$ cat config.mk
export PLATFORM = sky130hd
export DESIGN_NAME = bin_win3x3_gen
export DESIGN_NICKNAME = d
export VERILOG_FILES = /design/src/rtl/bin_win3x3_gen.sv
export SDC_FILE = /design/constraint.sdc
export NUM_CORES = 2
export LEC_CHECK = 0
export BUFFER_PORTS_ARGS = -buffer_cell sky130_fd_sc_hd__buf_2
export CAP_MARGIN = 20
export CORE_ASPECT_RATIO = 0.8
export CORE_MARGIN = 1
export CORE_UTILIZATION = 27
export DETAILED_ROUTE_END_ITERATION = 16
export HOLD_SLACK_MARGIN = 0.15
export PLACE_DENSITY_LB_ADDON = 0.3
export SLEW_MARGIN = 20
export SYNTH_ARGS = -nofsm -noshare
export SYNTH_HDL_FRONTEND = slang
export SYNTH_SLANG_ARGS = --single-unit
$ cat constraint.sdc
create_clock -name clk -period 13.25 [get_ports clk]
set_clock_uncertainty 0.1 [all_clocks]
set_input_delay 2.65 -clock clk [delete_from_list [all_inputs] [get_ports clk]]
set_output_delay 2.65 -clock clk [all_outputs]
set_load 0.03 [all_outputs]
$ cat src/rtl/bin_win3x3_gen.sv
// 3x3 binary window generator: two internal 1-bit line buffers plus a 3-column shift register.
// Two-cycle latency from in_de/in_bit to out_de/win.
module bin_win3x3_gen #(
    parameter int unsigned IMG_WIDTH_LINE = 1024,
    parameter int unsigned ADDR_W         = 12
) (
    input  logic       clk,
    input  logic       rst_n,
    input  logic       in_vsync,
    input  logic       in_de,
    input  logic       in_bit,
    output logic       out_vsync,
    output logic       out_de,
    output logic [8:0] win
);

    localparam int unsigned RamAw = (IMG_WIDTH_LINE > 1) ? $clog2(IMG_WIDTH_LINE) : 1;
    localparam logic [ADDR_W-1:0] ColMax = ADDR_W'(IMG_WIDTH_LINE - 1);

    logic lb0_mem [IMG_WIDTH_LINE];
    logic lb1_mem [IMG_WIDTH_LINE];

    logic [ADDR_W-1:0] col_q, col_d;
    logic              ovf_q, ovf_d;
    logic [1:0]        row_q, row_d;

    // Stage 1 (t+1)
    logic             vs1_q, vs1_d, de1_q, de1_d, bit1_q, bit1_d;
    logic             wen1_q, wen1_d, ovf1_q, ovf1_d, rd0_q, rd0_d, rd1_q, rd1_d;
    logic [1:0]       row1_q, row1_d;
    logic [RamAw-1:0] addr1_q, addr1_d;

    // Stage 2 (t+2): col0 is the newest column, each vector is {top, mid, bot}
    logic       vs2_q, vs2_d, de2_q, de2_d, ovf2_q, ovf2_d;
    logic [2:0] col0_q, col0_d, col1_q, col1_d, col2_q, col2_d;

    logic              vs_rise, de_fall, ovf_cur, wen0;
    logic [1:0]        row_cur;
    logic [ADDR_W-1:0] addr;
    logic [RamAw-1:0]  addr_r;
    logic [2:0]        colv;

    always_comb begin
        vs_rise = in_vsync & ~vs1_q;
        de_fall = ~in_de & de1_q;
        // A pixel arriving with the vsync edge is column 0, row 0 of the new frame
        addr    = vs_rise ? '0 : col_q;
        ovf_cur = vs_rise ? 1'b0 : ovf_q;
        row_cur = vs_rise ? 2'd0 : row_q;
        addr_r  = addr[RamAw-1:0];
        wen0    = in_de & ~ovf_cur;

        col_d = '0;
        ovf_d = 1'b0;
        if (in_de) begin
            if (addr == ColMax) begin
                col_d = ColMax;
                ovf_d = 1'b1;
            end else begin
                col_d = addr + 1'b1;
            end
        end

        row_d = row_q;
        if (vs_rise) begin
            row_d = 2'd0;
        end else if (de_fall && row_q != 2'd2) begin
            row_d = row_q + 2'd1;
        end

        vs1_d   = in_vsync;
        de1_d   = in_de;
        bit1_d  = in_bit;
        wen1_d  = wen0;
        ovf1_d  = in_de & ovf_cur;
        row1_d  = row_cur;
        addr1_d = addr_r;
        rd0_d   = lb0_mem[addr_r];
        rd1_d   = lb1_mem[addr_r];

        colv = {rd1_q & (row1_q == 2'd2) & ~ovf1_q,
                rd0_q & (row1_q != 2'd0) & ~ovf1_q,
                bit1_q};

        vs2_d  = vs1_q;
        de2_d  = de1_q;
        ovf2_d = de1_q & ovf1_q;
        col0_d = '0;
        col1_d = '0;
        col2_d = '0;
        if (de1_q) begin
            col0_d = colv;
            col1_d = col0_q;
            col2_d = col1_q;
        end

        win = {col2_q[2], col1_q[2], col0_q[2],
               col2_q[1], col1_q[1], col0_q[1],
               col2_q[0], col1_q[0], col0_q[0]};
        // Saturated pixels have no valid history, so their upper rows are blanked
        if (ovf2_q) begin
            win[8:3] = '0;
        end
    end

    assign out_vsync = vs2_q;
    assign out_de    = de2_q;

    always_ff @(posedge clk or negedge rst_n) begin
        if (!rst_n) begin
            col_q   <= '0;
            ovf_q   <= 1'b0;
            row_q   <= 2'd0;
            vs1_q   <= 1'b0;
            de1_q   <= 1'b0;
            bit1_q  <= 1'b0;
            wen1_q  <= 1'b0;
            ovf1_q  <= 1'b0;
            row1_q  <= 2'd0;
            addr1_q <= '0;
            rd0_q   <= 1'b0;
            rd1_q   <= 1'b0;
            vs2_q   <= 1'b0;
            de2_q   <= 1'b0;
            ovf2_q  <= 1'b0;
            col0_q  <= '0;
            col1_q  <= '0;
            col2_q  <= '0;
        end else begin
            col_q   <= col_d;
            ovf_q   <= ovf_d;
            row_q   <= row_d;
            vs1_q   <= vs1_d;
            de1_q   <= de1_d;
            bit1_q  <= bit1_d;
            wen1_q  <= wen1_d;
            ovf1_q  <= ovf1_d;
            row1_q  <= row1_d;
            addr1_q <= addr1_d;
            rd0_q   <= rd0_d;
            rd1_q   <= rd1_d;
            vs2_q   <= vs2_d;
            de2_q   <= de2_d;
            ovf2_q  <= ovf2_d;
            col0_q  <= col0_d;
            col1_q  <= col1_d;
            col2_q  <= col2_d;
        end
    end

    // Line storage is not reset; row masking hides stale contents
    always_ff @(posedge clk) begin
        if (wen0) begin
            lb0_mem[addr_r] <= in_bit;
        end
        if (wen1_q) begin
            lb1_mem[addr1_q] <= rd0_q;
        end
    end

endmodule
==> reports/results.tsv <==
stage	metric	value	unit
logic_synthesis	Syn Area/Cell	11.9	µm²
floorplan	CORE AREA	340000	µm²
global_route	global-route usage over all layers	18.1	%
timing	final hold vios	0	
run	# Max-Cap Violations	0	
power_and_ir_drop	Leak	31.3	nW
logic_synthesis	Netlist Area Pre-Place	92500	µm²
logic_synthesis	fraction of registers with async set/reset	2.20	%
route	Final ANT Viol Nets	0	
timing	Slew Viols, Final	0	
global_route	first-pass GRT wire length	453000	µm
clock_network	Clk pin slew, worst setup/hold paths	60	ps
route	iteration-0 DRC count of the detailed router	9421	
global_route	met3 GRT Util	3.74	%
timing	normalized max-slew margin	19.0	%
logic_synthesis	Synth Warn #	0	
layout	most common cell after layout, fill and taps aside	nor2_1	
power_and_ir_drop	worst ir drop on vdd	126	µV
global_route	vias in the first global route	60200	
critical_path	critical path launch point type	input port	
global_route	GR Layer Usage met2	28.1	%
clock_network	CTS sink cnt	2094	
logic_synthesis	Post-Syn Nets	7801	
placed_design	Final HPWL DP	161000	µm
global_route	grt peak-use layer	met2	
clock_network	clk_lat worst skew	870	ps
layout	Area growth syn-to-layout	12.4	%
logic_synthesis	Post-synth EDFFs	2048	
timing	fin crit share	51.6	%
placed_design	placed cell count	11700	
placed_design	area post-placement	96800	µm²
route	routed vias/inst	5.31	
floorplan	Std-Cell Rows	191	
critical_path	Crit Path Category	in -> reg	
layout	final std cells w/o fill	12100	
logic_synthesis	post-synthesis cell type count	79	
timing	Slew @ Worst Pin	1210	ps
floorplan	die area	345000	µm²
status	status	finished, final reports clean	
placed_design	PortBufs	15	
critical_path	WP data required	13880	ps
floorplan	number of I/O pins	16	
floorplan	die span in x	656	µm
global_route	largest net degree at the start of global routing	261	
timing	unrepaired setup endpoints after global routing	false	
global_route	met1 usage	25.7	%
timing	final setup fails	0	
placed_design	Routability Congestion	0.788	
clock_network	TritonCTS clock tree	yes	
floorplan	Initial Utilization	27.2	%
clock_network	clock buffer depth	3	
route	first drt pass iteration count	6	
clock_network	Num CTS Buffers	217	
layout	most frequent cells in the layout	2117 x nor2_1, 2048 x edfxtp_1, 548 x nand2_1	
clock_network	PostCTS Resize Cnt	0	
route	total number of vias	64400	
timing	Tmin final	6840	ps
route	final wirelength	325000	µm
logic_synthesis	Seq cells post-synth	2094	
route	Remaining DRCs	0	
route	WL per Instance	26.8	µm
timing	total negative slack	0	ps
critical_path	CP max FO	123	
layout	post-route cell area	104000	µm²
floorplan	Die H	526	µm
timing	Max Fclk	0.146	GHz
logic_synthesis	Syn Inst Count	7791	
layout	Final #Nets	7423	
critical_path	Worst R2R Setup Slack	7230	ps
clock_network	CTS HTree Levels	4	
global_route	total grt overflow	0	
critical_path	Worst setup EP type	register	
clock_network	clk root buf	clkbuf_16	
clock_network	Post-CTS Setup Repair Bufs	0	
critical_path	arrival time at the worst endpoint	7460	ps
clock_network	# hold bufs at CTS	0	
logic_synthesis	register area share after synthesis	67.7	%
logic_synthesis	dominant synthesized flop cell	edfxtp_1	
power_and_ir_drop	power per standard cell area	138	nW/µm²
layout	layout cells sized above 1	10.7	%
hold_path	Hold Crit Class	reg -> reg	
global_route	number of antenna violations at the first check in global routing	25	
[final timing paths]
| kind | cells after the start | from | endpoint |
|---|---|---|---|
| setup / recovery | 13 | in_vsync | rd1_q |
| hold / removal | 1 | row1_q[0] | col0_q[2] |
| setup reg to reg | 11 | col_q[0] | rd1_q |
| hold reg to reg | 1 | row1_q[0] | col0_q[2] |
| max in group asynchronous | 2 | rst_n | rd0_q |
| min in group asynchronous | 2 | rst_n | col2_q[0] |
[sequential cells by signal (all words and copies together) (netlist names), 2 cells and up]
name	flops
lb0_mem	1024
lb1_mem	1024
col_q	12
addr1_q	10
col0_q	3
col1_q	3
col2_q	3
row1_q	2
row_q	2
[cells by family (layout without fill, tap and decap cells)]
family,count (synthesis),after routing,share of synthesized area [%]
xor gates and xnor gates,11,11,0.104
buffers and inverters,793,594,3.71
other,0,2,0
DFF,2094,2094,67.7
AOI/OAI and AO/OA,1185,1185,8.53
adders and majority gates,5,5,0.0676
muxes,447,447,5.48
and+or+nand+nor,3256,3256,14.4
[where the power goes]
group	leakage, nW	switching [mW]	internal [mW]
combinational	8.95	0.685	0.207
clock	3.35	2.64	3.37
sequential	19.0	0.0154	7.41
[through the flow]
step / hold slack, ps / worst slack (ps) / utilization, % / total power, mW
6_report: 350 / 6410 / 30.6 / 14.3
5_1_grt: 358 / 6260 / 30.6 / 14.7
3_5_place_dp: 342 / 5650 / 28.5 / 8.44
3_3_place_gp: 336 / 5560 / 28.5 / 8.42
2_1_floorplan: 265 / 5120 / - / 8.15
4_1_cts: 359 / 6560 / 30.5 / 14.4
[routing by layer]
layer	vias to the layer above	routed length (µm)
li1	27300	-
met1	33500	138000
met2	3268	145000
met3	450	33700
met4	4	7780
met5	-	31
[critical path, stage by stage]
cell and delay [ps]:
buf_2 120, nor2b_4 140, buf_4 450, nor2_4 110, inv_8 440, buf_4 890, buf_12 500, a31oi_1 160
a2111oi_0 680, a31oi_1 230, or4_1 560, a21oi_1 180, a221oi_1 70
[cells in the mapped netlist (26+ instances only)]
cell	n	area share, %
a2111oi_0	32	0.30
a211oi_1	174	1.4
a21oi_1	250	1.4
a221oi_1	70	0.66
a22oi_1	39	0.32
a311oi_1	26	0.25
a31oi_1	135	0.91
and2_1	68	0.46
and3_1	64	0.43
buf_1	119	0.48
buf_2	194	1.0
buf_4	44	0.36
clkbuf_1	407	1.7
dfrtp_1	46	1.2
edfxtp_1	2048	66
mux2_2	152	1.9
mux2i_1	262	2.8
mux4_2	32	0.78
nand2_1	642	2.6
nand3_1	119	0.64
nor2_1	2122	8.6
nor2b_1	87	0.59
nor3_1	49	0.27
nor4_1	30	0.20
o21ai_0	201	1.1
o221ai_1	27	0.26
o22ai_1	60	0.41
[area by class of cell]
type | count | area [µm²]
inverter | 23 | 113
fill | 34200 | 236000
timing repair buffer | 173 | 1560
clock buffer | 294 | 5930
clock inverter | 104 | 937
multi-input combinational | 4904 | 27100
antenna | 2 | 5.00
sequential | 2094 | 62700
tap | 4535 | 5670
Note: power is estimated with default switching activity, not from simulation.
